## config.mk

```make
export PLATFORM = sky130hd
export DESIGN_NAME = pc_sequencer
export DESIGN_NICKNAME = d
export VERILOG_FILES = /design/src/rtl/pc_sequencer_pkg.sv /design/src/rtl/pc_sequencer_hazard_detect.sv /design/src/rtl/pc_sequencer.sv
export SDC_FILE = /design/constraint.sdc
export NUM_CORES = 1
export LEC_CHECK = 0
export ABC_AREA = 1
export BUFFER_PORTS_ARGS = -buffer_cell sky130_fd_sc_hd__buf_2
export CORE_MARGIN = 2
export CORE_UTILIZATION = 36
export CTS_CLUSTER_DIAMETER = 100
export DETAILED_ROUTE_END_ITERATION = 10
export PLACE_DENSITY = 0.74
export SLEW_MARGIN = 10
export SYNTH_ARGS = -nofsm -noshare
export SYNTH_HDL_FRONTEND = slang
export SYNTH_HIERARCHICAL = 1
export SYNTH_SLANG_ARGS = --single-unit
```

## constraint.sdc

```tcl
create_clock -name clk -period 1.2 [get_ports clk]
set_input_delay 0.12 -clock clk [delete_from_list [all_inputs] [get_ports clk]]
set_output_delay 0.12 -clock clk [all_outputs]
set_load 0.05 [all_outputs]
```

## src/rtl/pc_sequencer_pkg.sv

```systemverilog
// Shared encodings for the PC sequencer: PCSrc select codes, FSM states and
// the fixed trap vector addresses decoded by the PC datapath.
package pc_sequencer_pkg;

  localparam logic [2:0] PCS_PLUS4  = 3'b000;
  localparam logic [2:0] PCS_BRANCH = 3'b001;
  localparam logic [2:0] PCS_J      = 3'b010;
  localparam logic [2:0] PCS_JR     = 3'b011;
  localparam logic [2:0] PCS_ILLOP  = 3'b100;
  localparam logic [2:0] PCS_XADR   = 3'b101;

  localparam logic [31:0] ILLOP_ADDR = 32'h8000_0004;
  localparam logic [31:0] XADR_ADDR  = 32'h8000_0008;

  typedef enum logic {
    RUN  = 1'b0,
    HOLD = 1'b1
  } seq_state_e;

endpackage

```

## src/rtl/pc_sequencer_hazard_detect.sv

```systemverilog
// Load-use comparator: stall when the load in EX writes a register that the
// ID instruction reads. Register 0 never causes a stall.
module hazard_detect (
  input  logic       ex_mem_read,
  input  logic [4:0] ex_rt,
  input  logic [4:0] id_rs,
  input  logic [4:0] id_rt,
  input  logic       id_uses_rt,
  output logic       stall
);

  logic rs_match;
  logic rt_match;

  assign rs_match = (ex_rt == id_rs);
  assign rt_match = id_uses_rt && (ex_rt == id_rt);
  assign stall    = ex_mem_read && (ex_rt != 5'd0) && (rs_match || rt_match);

endmodule

```

## src/rtl/pc_sequencer.sv

```systemverilog
// Pipeline control: picks the PCSrc select, stall and flush controls each
// cycle, and sequences interrupt pending/hold-off so each IRQ vectors once.
module pc_sequencer
  import pc_sequencer_pkg::*;
#(
  parameter int IRQ_HOLDOFF = 2,
  parameter int HCNT_W      = 4
) (
  input  logic       clk,
  input  logic       reset,
  input  logic       IRQ,
  input  logic       kernel,
  input  logic       ID_jump,
  input  logic       ID_jr,
  input  logic       ID_illegal,
  input  logic [4:0] ID_rs,
  input  logic [4:0] ID_rt,
  input  logic       ID_uses_rt,
  input  logic       EX_MemRead,
  input  logic [4:0] EX_rt,
  input  logic       EX_branch,
  input  logic       EX_taken,
  output logic [2:0] PCSrc,
  output logic       pc_write,
  output logic       if_id_write,
  output logic       if_id_flush,
  output logic       id_ex_flush,
  output logic       epc_write,
  output logic       irq_ack
);

  seq_state_e        state_q, state_d;
  logic [HCNT_W-1:0] hcnt_q, hcnt_d;
  logic              irq_pending_q, irq_pending_d;

  logic load_use_stall;
  logic irq_take;

  hazard_detect u_hazard_detect (
    .ex_mem_read (EX_MemRead),
    .ex_rt       (EX_rt),
    .id_rs       (ID_rs),
    .id_rt       (ID_rt),
    .id_uses_rt  (ID_uses_rt),
    .stall       (load_use_stall)
  );

  // Fixed-priority arbitration; outputs are forced to their idle values
  // while reset is asserted regardless of the decode inputs.
  always_comb begin
    PCSrc       = PCS_PLUS4;
    pc_write    = 1'b1;
    if_id_write = 1'b1;
    if_id_flush = 1'b0;
    id_ex_flush = 1'b0;
    epc_write   = 1'b0;
    irq_ack     = 1'b0;
    irq_take    = 1'b0;
    if (!reset) begin
      if (EX_branch && EX_taken) begin
        PCSrc       = PCS_BRANCH;
        if_id_flush = 1'b1;
        id_ex_flush = 1'b1;
      end else if (ID_illegal && !kernel) begin
        PCSrc       = PCS_XADR;
        if_id_flush = 1'b1;
        id_ex_flush = 1'b1;
        epc_write   = 1'b1;
      end else if (load_use_stall) begin
        pc_write    = 1'b0;
        if_id_write = 1'b0;
        id_ex_flush = 1'b1;
      end else if (irq_pending_q && (state_q == RUN) && !kernel && !ID_jump && !ID_jr) begin
        // The ID instruction is squashed; EPC points at it so eret resumes there.
        PCSrc       = PCS_ILLOP;
        if_id_flush = 1'b1;
        id_ex_flush = 1'b1;
        epc_write   = 1'b1;
        irq_ack     = 1'b1;
        irq_take    = 1'b1;
      end else if (ID_jr) begin
        PCSrc       = PCS_JR;
        if_id_flush = 1'b1;
      end else if (ID_jump) begin
        PCSrc       = PCS_J;
        if_id_flush = 1'b1;
      end
    end
  end

  // A take in the same cycle as a new request wins, so one IRQ level never
  // produces two back-to-back vector fetches.
  always_comb begin
    irq_pending_d = irq_pending_q || (IRQ && !kernel);
    if (irq_take) begin
      irq_pending_d = 1'b0;
    end
  end

  always_comb begin
    state_d = state_q;
    hcnt_d  = hcnt_q;
    case (state_q)
      RUN: begin
        if (irq_take) begin
          state_d = HOLD;
          hcnt_d  = HCNT_W'(IRQ_HOLDOFF);
        end
      end
      HOLD: begin
        if (hcnt_q <= HCNT_W'(1)) begin
          state_d = RUN;
          hcnt_d  = '0;
        end else begin
          hcnt_d = hcnt_q - HCNT_W'(1);
        end
      end
      default: begin
        state_d = RUN;
        hcnt_d  = '0;
      end
    endcase
  end

  always_ff @(posedge clk or posedge reset) begin
    if (reset) begin
      state_q       <= RUN;
      hcnt_q        <= '0;
      irq_pending_q <= 1'b0;
    end else begin
      state_q       <= state_d;
      hcnt_q        <= hcnt_d;
      irq_pending_q <= irq_pending_d;
    end
  end

endmodule

```

Yosys cells after proc, flatten, opt, wreduce, memory -nomap -nowiden
Index checks and enable logic that the tools add are counted.
{ "op_classes": {"n_addsub": 1, "order_cmp": 1, "eq_ne": 3, "mux": 37, "bitwise": 1, "n_reduce_logical": 16} }
{ "op_table": {"columns": ["cell", "n"], "rows": [
  ["$mux 1", 26],
  ["$mux 3", 5],
  ["$eq 5x5->1", 2],
  ["$logic_and 1x1->1", 10],
  ["$mux 4", 2],
  ["$pmux 4 s2", 1],
  ["$reduce_bool 5->1", 1],
  ["$le 4x1->1 const B", 1],
  ["$mux 2", 2],
  ["$sub 4x1->4 const B", 1],
  ["$logic_not 1->1", 3],
  ["$logic_or 1x1->1", 2],
  ["$ne 2x2->1 const B", 1],
  ["$pmux 1 s2", 1],
  ["$not 1->1", 1]
]} }
{ "totals": {"regBits": 6, "in_bits": 26} }

Depth between registers and ports, before layout
Gate-level depths: netlist of run 1.
{ "depth": {"depth_word": 12, "ltp_mapped": 10, "mapped_depth_nobuf": 10} }

Modules after synthesis
Netlist of run 1, hierarchy kept.
{ "modules_own_cells": {"columns": ["module", "n_inst", "cells_per_inst", "area_each_um2", "seq_area_each_um2"], "rows": [
  ["pc_sequencer", 1, 64, 485.5, 150.1],
  ["hazard_detect", 1, 52, 206.4, 0.0]
]} }

Worst setup path before layout of run 1
OpenSTA, ideal clock, no wires.
{ "synth_timing": {"path_kind": "input to output", "startpoint": "in EX_rt[3]", "endpoint": "out PCSrc[1]", "arrival_ns": 2.070, "required_ns": 1.080, "setup_slack_ns": -0.990, "cell_stages": 7, "cell_sequence": "inv_1 -> nand2_1 -> nand2_1 -> nor2_1 -> nand3_1 -> a21oi_1 -> nor4_1"} }
{ "synth_via": {"elab_chain_len": 8} }
{ "synth_lines": {"columns": ["element", "line_no", "rtl"], "rows": [
  ["start, declared", "pc_sequencer.sv:20", "input logic [4:0] EX_rt,"],
  ["$eq 5x5->1", "pc_sequencer_hazard_detect.sv:16", "assign rt_match = id_uses_rt && (ex_rt == id_rt);"],
  ["$logic_and 1x1->1", "pc_sequencer_hazard_detect.sv:16", null],
  ["$logic_or 1x1->1", "pc_sequencer_hazard_detect.sv:17", "assign stall = ex_mem_read && (ex_rt != 5'd0) && (rs_match || rt_match);"],
  ["$logic_and 1x1->1 *", "pc_sequencer_hazard_detect.sv:17", null],
  ["via load_use_stall", "pc_sequencer.sv:36", "logic load_use_stall;"],
  ["$mux 3 *", "pc_sequencer.sv:69", "end else if (load_use_stall) begin"],
  ["$mux 3 *", "pc_sequencer.sv:64", "end else if (ID_illegal && !kernel) begin"],
  ["$mux 3 *", "pc_sequencer.sv:60", "if (EX_branch && EX_taken) begin"],
  ["$mux 3 *", "pc_sequencer.sv:59", "if (!reset) begin"],
  ["end, declared", "pc_sequencer.sv:23", "output logic [2:0] PCSrc,"]
]} }
The timed path passes the listed nets; every way through them passes the cells marked *.

Final worst setup path of run 1
{ "layout_timing": {"startpoint": "reg state_q", "endpoint": "out PCSrc[2]"} }
{ "layout_via": {"elab_chain_len": 10} }
{ "layout_lines": {"columns": ["element", "line_no", "rtl"], "rows": [
  ["start, declared", "pc_sequencer.sv:32", "seq_state_e state_q, state_d;"],
  ["start signal, assigned", "pc_sequencer.sv:131", "state_q <= state_d;"],
  ["$not 1->1", null, null],
  ["$logic_and 1x1->1 (4 in series)", "pc_sequencer.sv:73", "end else if (irq_pending_q && (state_q == RUN) && !kernel && !ID_jump && !ID_jr) begin"],
  ["$mux 3", "pc_sequencer.sv:73", null],
  ["$mux 3", "pc_sequencer.sv:69", null],
  ["$mux 3", "pc_sequencer.sv:64", null],
  ["$mux 3", "pc_sequencer.sv:60", null],
  ["$mux 3", "pc_sequencer.sv:59", null]
]} }
Every way passes these cells.

==> run summary, run 1 <==
The clock buffer count from CTS is 3. The synthesized design spends more area on one cell type than any other, namely dfrtp_1. After synthesis, the cell types taking the most area are dfrtp_1 22%, nand2_1 20%, inv_1 11%. The final worst slack is -0.241 ns.

The placeable core area came out at ~0.0018 sq mm. After floorplanning, the core was divided into 15 placement rows. The clock tree root buffer cell is clkbuf_4. The classification of the worst setup path is register to primary output.

The number of different library cells in the post-synthesis netlist came out at 21. The die is 47.8 microns wide. The number of instances in the synthesized netlist came out at about 120. The met1 usage came out at a little under a fifth.

The area share of the leading cell type in the synthesized netlist is a little over a fifth. The maximum clock rate came out at slightly below 700 MHz. The worst setup path is captured at a primary output. Global routing used between 10% and 20% of the available tracks.

The clock period minus final worst setup slack came out at approximately 1.4 ns. The fraction of final layout cells with drive strength greater than 1 came out at around 58%. The worst setup path is launched from a register. The die is 47.8 microns tall. The level count of the clock H-tree came out at 1. The global-route met2 utilization is roughly 35%. For the pin with the worst max-slew slack, the measured transition is just under 0.3 ns. The post-layout instance count excluding filler cells came out at between 150 and 200.

Dividing the detail-routed via count by the number of cells gives 4.54. The mean area per synthesized cell is ~6.0 sq um. The total power after layout is approximately 1.3 mW.

The met3 track utilization from global routing came out at 3.02%. The total global routing overflow is 0. The initial antenna violation count was 0. Once the floorplan was initialized, standard cells occupied roughly two fifths of the core. The relative slew slack came out at between 80% and 90%. The path class of the tightest hold or removal check is input pin to register. The maximum clock insertion buffer count came out at 2. The count of vias placed by the detailed router came out at around 870. The final-report max-slew violation count came out at 0. The cell leakage power is 0.695 nW. The checks that failed: negative setup slack.

Setup repair after global routing could not meet its margin everywhere. The floorplan die area came out at ~0.0023 sq mm. In this run the cell area of the synthesized design comes to roughly 700 sq um.

The via count of the first global-routing pass is around 780. The tool flagged a number of max-cap violations equal to 0. Across the VDD grid, the largest voltage drop is ~0.64 mV.

The number of warnings issued by yosys came out at 6. The clock skew after layout is about 0.0067 ns. The total of endpoints with negative setup slack in the final report came out at 10. The clock drives 6 sinks. After detailed routing, the number of remaining DRC violations is 0. The flow ran to the end, but the final reports show violations.

STA puts the critical path data arrival time at approximately 1.3 ns. The CTS clock-pin slew for the worst setup and hold paths is 0.04 ns. After synthesis, flip-flops and latches occupy 21.7% of the total area. The iteration-0 DRC count of the detailed router is 15.

The top cell types in the final layout, fill and taps aside, are 29 x nand2_1, 16 x buf_6, 15 x buf_2. The insertion delay to the later sink of the worst-skew pair came out at approximately 0.25 ns. The share of the clock period used by the worst path came out at 120%.

The post-detailed-placement half-perimeter wirelength is roughly 1400 microns. The biggest fanout along the worst timing path is 3. The first TritonRoute pass finished after 4 iterations. met2 is the most crowded layer. The largest net degree at the start of global routing came out at 7. The first-pass GRT wire length came out at just under 3000 microns.

During I/O placement, the number of pins put on the boundary was 35. The final hold violation count is 0. The required time of the critical path came out at roughly 1.1 ns. The number of cells after detailed placement came out at 182. The global placement routability congestion is 0.740. The final instance area is 0.00127 sq mm.

The routed wire length is between 2000 and 2500 microns. The post-synthesis register bit count is 6. The power per standard cell area came out at around 1000 mW/mm^2. The core utilization of the finished layout is a little under three quarters. The tightest hold path in the finished design has a slack of about 0.14 ns. The placed standard-cell area came out at ~1000 sq um.

The CTS tree is yes. At the placement stage, the worst setup path has a slack of -0.313 ns. The number of antenna diodes in the final layout is 0. In this run the remaining antenna-violating nets after routing total 0. The synthesized netlist net count came out at about 140. The final net count is about 200. The count of input and output buffers came out at 34. The setup TNS came out at -1.74 ns.

The per-cell routed wire length came out at around 11 microns. The synthesis-to-layout area growth is 83.5%. The library cell used most frequently in the layout, excluding fill and tap cells, is nand2_1.
metal layers:
metal / up-vias / wire length, microns
li1: 450 / -
met1: 383 / 748
met2: 33 / 1130
met3: 6 / 109
met4: 0 / 39
met5: - / 0
cell type report:
| type | count | area, sq um |
|---|---|---|
| clock buffer | 3 | 22.5 |
| fill | 153 | 494 |
| inverter | 25 | 98.8 |
| multi-input combinational | 83 | 537 |
| sequential | 6 | 150 |
| tap | 25 | 31.3 |
| timing repair buffer | 50 | 430 |
worst paths after layout:
path	start	to	slack, ns	cells after the start
max in group asynchronous	reset	hcnt_q[1]	0.47	4
worst min-delay path	IRQ	irq_pending_q	0.14	3
min in group asynchronous	reset	hcnt_q[3]	0.50	4
worst min register to register	irq_pending_q	irq_pending_q	0.53	2
worst max register to register	hcnt_q[0]	hcnt_q[1]	0	5
worst max-delay path	state_q	PCSrc[2]	-0.24	6
cells in the mapped netlist:
library cell	number
xnor2_1	2
nor2_8	1
nand2_2	4
nor2_4	2
ha_1	2
nand3_4	1
nor2_1	16
dfrtp_1	6
nor4_1	1
inv_1	20
nor3_1	1
inv_2	5
a21oi_1	2
xor2_1	1
nand2_1	37
nor2_2	1
a21oi_2	2
buf_4	2
nand3_1	6
o211ai_1	1
o21ai_0	3
kinds of logic after synthesis:
logic type / share of synthesized area (%)
adders and majority gates: 3.62
and+or+nand+nor: 47.9
buffers and inverters: 15.7
xor gates and xnor gates: 3.80
DFF: 21.7
AOI/OAI and AO/OA: 7.23
repair_timing:
item,CTS,global route
hold buffers,1,0
hold endpoints to repair,6,0
gates resized for setup,30,32
setup endpoints to repair,13,14
setup buffers,3,3
pin swaps,14,20
registers in the layout, indices dropped and copies added, names as in the netlist:
signal         count
hcnt_q             4
irq_pending_q      1
state_q            1
critical path, stage by stage (launching register included):
cell and delay [ns]:
dfrtp_1 0.39, inv_2 0.09, nand2_4 0.07, nor2_8 0.13, nand2_4 0.08, a21oi_4 0.15
buf_6 0.18
report_power, final:
group	internal [mW]	switching, mW	leakage (nW)
clock	0.113	0.0741	0.0138
combinational	0.375	0.410	0.606
sequential	0.279	0.0748	0.0748
(Power assumes the default switching activity.)
==> inputs of run 2 (changes only) <==
==> constraint.sdc (replaced) <==
create_clock -name clk -period 1.3 [get_ports clk]
set_input_delay 0.13 -clock clk [delete_from_list [all_inputs] [get_ports clk]]
set_output_delay 0.13 -clock clk [all_outputs]
set_load 0.05 [all_outputs]
==> run 2 against run 1 <==
  * The flow still finishes with violations (negative setup slack)
  * Via count is 3.7% lower
  * Design area decreased by 3.9%
  * Count of clock-buffer cells in the layout did not move
  * Non-clock buffer count shrank 4
  * Worst hold slack improved by 0.020 ns
  * Routed wire length shrank 10%
  * Critical path depth did not move
  * First-iteration DRC count is 73% lower
  * Die area unchanged
  * Clock skew rose by 0.0028 ns
  * Total power is 12% lower
  * Critical path type unchanged
  * Highest routed layer unchanged
==> run summary, run 2 (synthesis gave the netlist of run 1 again) <==
The smallest clock period supported by the final layout is computed as around 1.5 ns. The flip-flop count of the largest register after layout is 4. The iteration-0 DRC count of the detailed router is 4. The largest register by flop count is hcnt_q.

The final layout contains routed wiring with a total length of between 1500 and 2000 microns. The number of cell instances on the worst register-to-register path came out at 5. The post-detailed-route via-to-cell ratio came out at ~4.5. The total global routing track utilization is between 10% and 20%. The synthesis-to-layout area growth came out at 76.3%. In this run, CTS created clock tree buffers numbering 3. The maximum clock rate is a little under 700 MHz. The final worst slack came out at -0.158 ns. TritonCTS built the clock tree. The placeable core area came out at 0.00176 sq mm. The fill cell total of the finished layout came out at 164.

The worst-case IR drop observed on VDD is 0.896 mV. The post-detailed-placement half-perimeter wirelength came out at ~1400 microns. The count of maximum capacitance violations is 0.

The final net count came out at 193. The final instance area is between 0.001 and 0.0015 sq mm. For the final database, setup skew stands at between 0.009 and 0.01 ns. The critical path starts at state_q. Setup repair after global routing could not meet its margin everywhere. The largest registers in the layout are hcnt_q: 4 flops, irq_pending_q: 1 flops, state_q: 1 flops. The insertion delay to the later sink of the worst-skew pair is 0.25 ns.

The share of total power dissipated in the clock network is roughly 15%. The classification of the worst setup path is register to primary output. The switching component of the power is roughly 0.49 mW. For this configuration, the core starts out at a cell density of 39.2%. The fraction of power spent switching nets is 42.2%. The power per standard cell area came out at 956 mW/mm^2. At the pin with the least slew margin, the transition time is ~0.28 ns. The capture point of the worst reg-to-reg path is hcnt_q[1]. The area taken by flip-flops and latches is 150 sq um. The count of cells in the finished layout, fillers not included, comes to around 190. Across all hold checks on the routed design, the worst slack comes to ~0.16 ns. Once layout is complete, the utilization of the core stands at about 70%. The repair_antennas step left the layout with diodes totalling 0. The share of the clock period used by the worst path came out at 112%.

The detail route stage leaves a number of antenna-violating nets equal to 0. The floorplan die area is 0.00229 sq mm. The fraction of final layout cells with drive strength greater than 1 is a little over half. The top cell types in the final layout, fill and taps aside, are 33 x nand2_1, 17 x buf_2, 15 x buf_6. The height of the die came out at about 48 microns. The final-report max-slew violation count was 0. The via count of the first global-routing pass is just over 800. The share of total power dissipated in combinational logic is 57.0%.

The kind of launch point of the worst setup path is a register. The number of remaining DRC errors is 0. The count of vias placed by the detailed router is 840. The clock sink count came out at 6.

The total global routing overflow is 0. The per-cell routed wire length is a little under 10 microns. The critical path arrival is 1.33 ns.

The critical register-to-register path startpoint is hcnt_q[0]. Following the worst setup path forward leads to its endpoint at if_id_flush. In this run the static leakage power is around 0.68 nW. The clock passes through at most 2 buffers. The count of standard-cell rows is 15. The final hold violation count is 0. Prior to clock tree synthesis, the placed netlist has a worst setup slack of -0.343 ns. The biggest fanout along the worst timing path is 3. The initial antenna violation count came out at 0. The commonest non-fill, non-tap cell in the layout is nand2_1. STA classifies the critical path endpoint as a primary output. The global placement routability congestion came out at about 0.73. The level count of the clock H-tree is 1.

The number of iterations in the first detailed-routing pass came out at 4. The first-pass GRT wire length is about 3000 microns. The required time of the critical path is around 1.2 ns. The total of endpoints with negative setup slack in the final report came out at 9.

The minimum setup slack among reg-to-reg paths came out at roughly 0.09 ns. The number of cells after detailed placement is 180. The checks that failed: negative setup slack. The share of total power dissipated in sequential elements is between 20 and 30%.

For this design the top-level I/O count stands at 35. The flow ran to the end, but the final reports show violations. The largest net degree at the start of global routing is 7. The relative slew slack came out at between 80% and 90%. The worst hold path belongs to the class input pin to register.

The die width is approximately 48 microns. The CTS clock-pin slew for the worst setup and hold paths came out at roughly 0.05 ns. The internal portion of the total power is between 0.6 and 0.7 mW. The multi-input gate area in the final layout is approximately 540 sq um. The placed standard-cell area came out at roughly 980 sq um.

The tree is rooted in a clkbuf_4. The count of input and output buffers is 34.
==> run 2: layout make-up <==
type / instances / share of cell area [%]
inverter: 25 / 7.90
clock buffer: 3 / 1.85
timing repair buffer: 46 / 31.5
multi-input combinational: 83 / 43.9
tap: 25 / 2.56
sequential: 6 / 12.3
==> run 2: what timing repair did <==
action | in CTS | in global routing
gates resized for setup | 31 | 25
pin swaps | 13 | 14
buffers inserted | 1 | 4
endpoints found under the setup margin | 11 | 13
hold buffers | 1 | 0
hold endpoints to repair | 6 | 0
==> run 2: power by group through the flow <==
stage | clock [mW] | sequential (mW) | combinational (mW)
global placement | 0 | 0.317 | 0.522
floorplan | 0 | 0.308 | 0.407
detailed placement | 0 | 0.322 | 0.545
global route | 0.192 | 0.338 | 0.748
finish | 0.173 | 0.328 | 0.664
CTS | 0.178 | 0.322 | 0.592
==> run 2: worst min path at each step <==
| stage | from | endpoint | slack, ns | depth (start not counted) |
|---|---|---|---|---|
| 2_1_floorplan | reset | hcnt_q[0] | -0.10 | 1 |
| 3_3_place_gp | reset | hcnt_q[3] | 0.16 | 3 |
| 3_5_place_dp | reset | hcnt_q[3] | 0.16 | 3 |
| 4_1_cts | IRQ | irq_pending_q | 0.16 | 3 |
| 5_1_grt | IRQ | irq_pending_q | 0.19 | 3 |
| 6_report | IRQ | irq_pending_q | 0.16 | 3 |
==> run 2: routing by layer <==
layer | wire length (microns) | vias to the layer above | part of all wire, % | GRT usage (%)
li1 | - | 440 | - | -
met1 | 645 | 370 | 35 | 17.9
met2 | 1050 | 28 | 58 | 38.1
met3 | 115 | 2 | 6.3 | 6.42
met4 | 14 | 0 | 0.77 | 1.62
met5 | 0 | - | 0 | 0
==> run 2: critical path, cell delays in order (launching register included) <==
cell and delay [ns]:
dfrtp_1 0.38, inv_2 0.09, nand2_4 0.07, nor2_8 0.13, nand2_4 0.08, a21oi_2 0.16
buf_6 0.17
==> run 2: through the flow <==
step | setup TNS, ns | power [mW]
2_1_floorplan | -0.292 | 0.715
3_3_place_gp | -2.64 | 0.839
3_5_place_dp | -3.71 | 0.867
4_1_cts | -0.754 | 1.09
5_1_grt | -1.48 | 1.28
6_report | -0.835 | 1.17
==> inputs of run 3 (changes only) <==
--- a/config.mk
+++ b/config.mk
@@ -6,12 +6,15 @@
 export NUM_CORES = 1
 export LEC_CHECK = 0
 export ABC_AREA = 1
+export ABC_CLOCK_PERIOD_IN_PS = 1300
 export BUFFER_PORTS_ARGS = -buffer_cell sky130_fd_sc_hd__buf_2
 export CORE_MARGIN = 2
 export CORE_UTILIZATION = 36
 export CTS_CLUSTER_DIAMETER = 100
 export DETAILED_ROUTE_END_ITERATION = 10
+export GPL_TIMING_DRIVEN = 0
 export PLACE_DENSITY = 0.74
+export RECOVER_POWER = 100
 export SLEW_MARGIN = 10
 export SYNTH_ARGS = -nofsm -noshare
 export SYNTH_HDL_FRONTEND = slang
==> run 3 against run 2 <==
  * The run still ends with negative setup slack left
  * Flip-flop and latch count unchanged
  * Critical path depth grew 1
  * Core utilization up 5.4 points
  * Worst hold slack about the same
  * Fmax fell by 4.6%
  * First-iteration DRC count grew 75%
==> run summary, run 3 (synthesis gave the netlist of run 1 again) <==
The largest stage delay on the critical path is between 0.3 and 0.4 ns. The final reports fail on negative setup slack. The count of maximum capacitance violations came out at 0.

The library cells used most frequently in the layout, excluding fill and tap cells, are 25 x nand2_1, 17 x buf_6, 14 x inv_1. The insertion delay to the later sink of the worst-skew pair came out at approximately 0.25 ns. For this design the static power due to leakage is between 0.7 and 0.8 nW. The routed design could run at a clock period as short as ~1.5 ns. At the end of routability-driven placement, the weighted congestion stood at roughly 0.78. The required time of the critical path is 1.17 ns. The antenna cell count is 0. For hold timing, the worst endpoint is irq_pending_q. The maximum clock insertion buffer count came out at 2. The number of buffer and inverter stages on the critical path is 3. The per-cell routed wire length came out at between 10 and 15 microns. The first-pass GRT wire length is 2900 microns.

The count of vias placed by the detailed router came out at approximately 870. The flow ran to the end, but the final reports show violations. The synthesis-to-layout area growth came out at 90.1%. The count of input and output buffers is 34. From left edge to right edge, the die measures between 40 and 50 microns. The largest individual stage delay along the critical path comes from the cell dfrtp_1. The clock sink count came out at 6. The biggest fanout along the worst timing path is 3. Detailed placement finished with a half-perimeter wire length of 1410 microns. The initial antenna violation count was 0. In the routed design, unresolved DRC markers number 0. The minimum setup slack among reg-to-reg paths came out at ~0.010 ns. The height of the die is 47.8 microns.

TritonCTS built the clock tree. The worst hold path begins at IRQ. CTS built an H-tree with a depth of 1. The depth of the worst hold-timing path came out at 3. The final hold violation count is 0. After the first detailed-routing iteration, the DRC count stood at 7. The floorplan die area came out at 0.00229 sq mm.

Among the stages of the critical path, the cell type that occurs most often is nand2_4. The number of top-level pins came out at 35. The final antenna-violating net count is 0. The commonest non-fill, non-tap cell in the layout is nand2_1. The clock buffer count from CTS is 3.

STA classifies the critical path startpoint as a register. The largest registers in the layout are hcnt_q: 4 flops, irq_pending_q: 1 flops, state_q: 1 flops. Traced cell by cell, the critical path runs through inv_2 -> nand2_4 -> nor2_8 -> nand2_4 -> a21oi_4 -> buf_6 -> buf_8.

Global routing used between 10% and 20% of the available tracks across all layers. The total of endpoints with negative setup slack in the final report came out at 9. The clock skew after layout came out at roughly 0.0066 ns. Entering global routing, the biggest net connects 7 pins. The number of cells after detailed placement came out at between 150 and 200.

The fraction of final layout cells with drive strength greater than 1 is between 50% and 60%. Setup repair after global routing could not meet its margin everywhere. The pin slew with the least headroom to its limit is approximately 0.31 ns. Across all setup checks in the final design, the least slack found is -0.228 ns. The worst ir drop on vdd is ~0.7 mV. The count of standard-cell rows came out at 15. Among cell families on the critical path, the largest total delay comes from flip-flops. The final net count is roughly 190. The final critical path takes up 118% of the cycle. The pre-CTS worst setup slack is -0.400 ns. The register with the most flip-flops in the final layout is hcnt_q. The post-layout instance count excluding filler cells came out at ~190.

The root buffer cell chosen for the clock tree is clkbuf_4. The CTS clock-pin slew for the worst setup and hold paths came out at approximately 0.06 ns. With fillers left out, the area of the finished cells amounts to around 0.0013 sq mm. The initial core utilization came out at about 40%. The min-delay analysis places its worst path in the category input pin to register. The via count of the first global-routing pass is 766. The total global routing overflow came out at 0. The power per standard cell area is between 900 and 1000 mW/mm^2.

The routed wire length is 2170 microns. The relative slew slack came out at 79.0%. The register with the most flip-flops in the layout has 4 of them. The worst register-to-register path has a depth of 7.

The final-report max-slew violation count came out at 0. The critical register-to-register path startpoint is hcnt_q[0]. The classification of the worst setup path is register to primary output. Dividing the detail-routed via count by the number of cells gives approximately 4.6. The critical path arrival is approximately 1.4 ns. In this run the critical register-to-register path is captured at hcnt_q[2]. The number of iterations in the first detailed-routing pass is 3.

Summing all placed instances gives a cell area of about 940 sq um. The endpoint kind of the worst setup timing path is a primary output. The placeable core area is between 0.0015 and 0.002 sq mm.

The maximum clock rate is ~650 MHz.
-- run 3: cell types whose count changed in the layout (fill, tap and decap cells not counted), moves of 3 or more --
cell and change:
nand2_1 -8, nor2_1 -4, nor2_2 +3, inv_2 -3
nand2_2 +5, buf_2 -4, nand2_4 +3
-- run 3: how the worst max path moves through the flow --
stage,startpoint,slack (ns),endpoint,cells after the start
after floorplan,state_q,-0.13,PCSrc[2],6
after global placement,EX_rt[3],-0.37,PCSrc[2],12
after detailed placement,EX_rt[3],-0.40,PCSrc[2],12
after CTS,state_q,-0.21,PCSrc[2],7
after global routing,EX_rt[2],-0.28,PCSrc[2],12
final,state_q,-0.23,PCSrc[2],7
-- run 3: tightest hold or removal path, cell delays in order --
cell and delay (ns):
buf_2 0.09, a21oi_1 0.06, nor2_1 0.10
-- run 3: what timing repair did --
action / in CTS / in global routing
pin swaps: 12 / 28
setup endpoints to repair: 9 / 13
setup buffers: 5 / 4
gates resized for setup: 36 / 46
endpoints found under the hold margin: 6 / 0
hold buffers: 1 / 0
-- run 3: through the flow --
step	hold WS, ns	utilization [%]	total power [mW]	setup TNS, ns
finish	0.163	74.5	1.20	-1.27
floorplan	-0.100	-	0.715	-0.292
detailed placement	0.0779	53.5	0.844	-3.27
global route	0.165	74.5	1.29	-2.10
global placement	0.0755	53.5	0.822	-2.76
CTS	0.156	64.5	1.10	-1.02
-- run 3: layer usage --
| metal | wire, microns | global-route usage, % |
|---|---|---|
| met1 | 821 | 18.5 |
| met2 | 1220 | 36.0 |
| met3 | 93 | 1.89 |
| met4 | 40 | 5.41 |
| met5 | 0 | 0 |
-- run 3: power by group --
group | switching, mW | total [mW] | leakage (nW) | internal, mW
sequential | 0.0646 | 0.322 | 0.0748 | 0.257
clock | 0.0825 | 0.188 | 0.0138 | 0.106
combinational | 0.382 | 0.693 | 0.623 | 0.312
-- run 3: layout make-up --
cell class	count	area, sq um
multi-input cells	83	582
repair buffers	44	403
plain buffers	2	22.5
well taps	25	31.3
clock buffers	3	22.5
flip-flops and latches	6	150
inverters	25	104
fillers	126	449
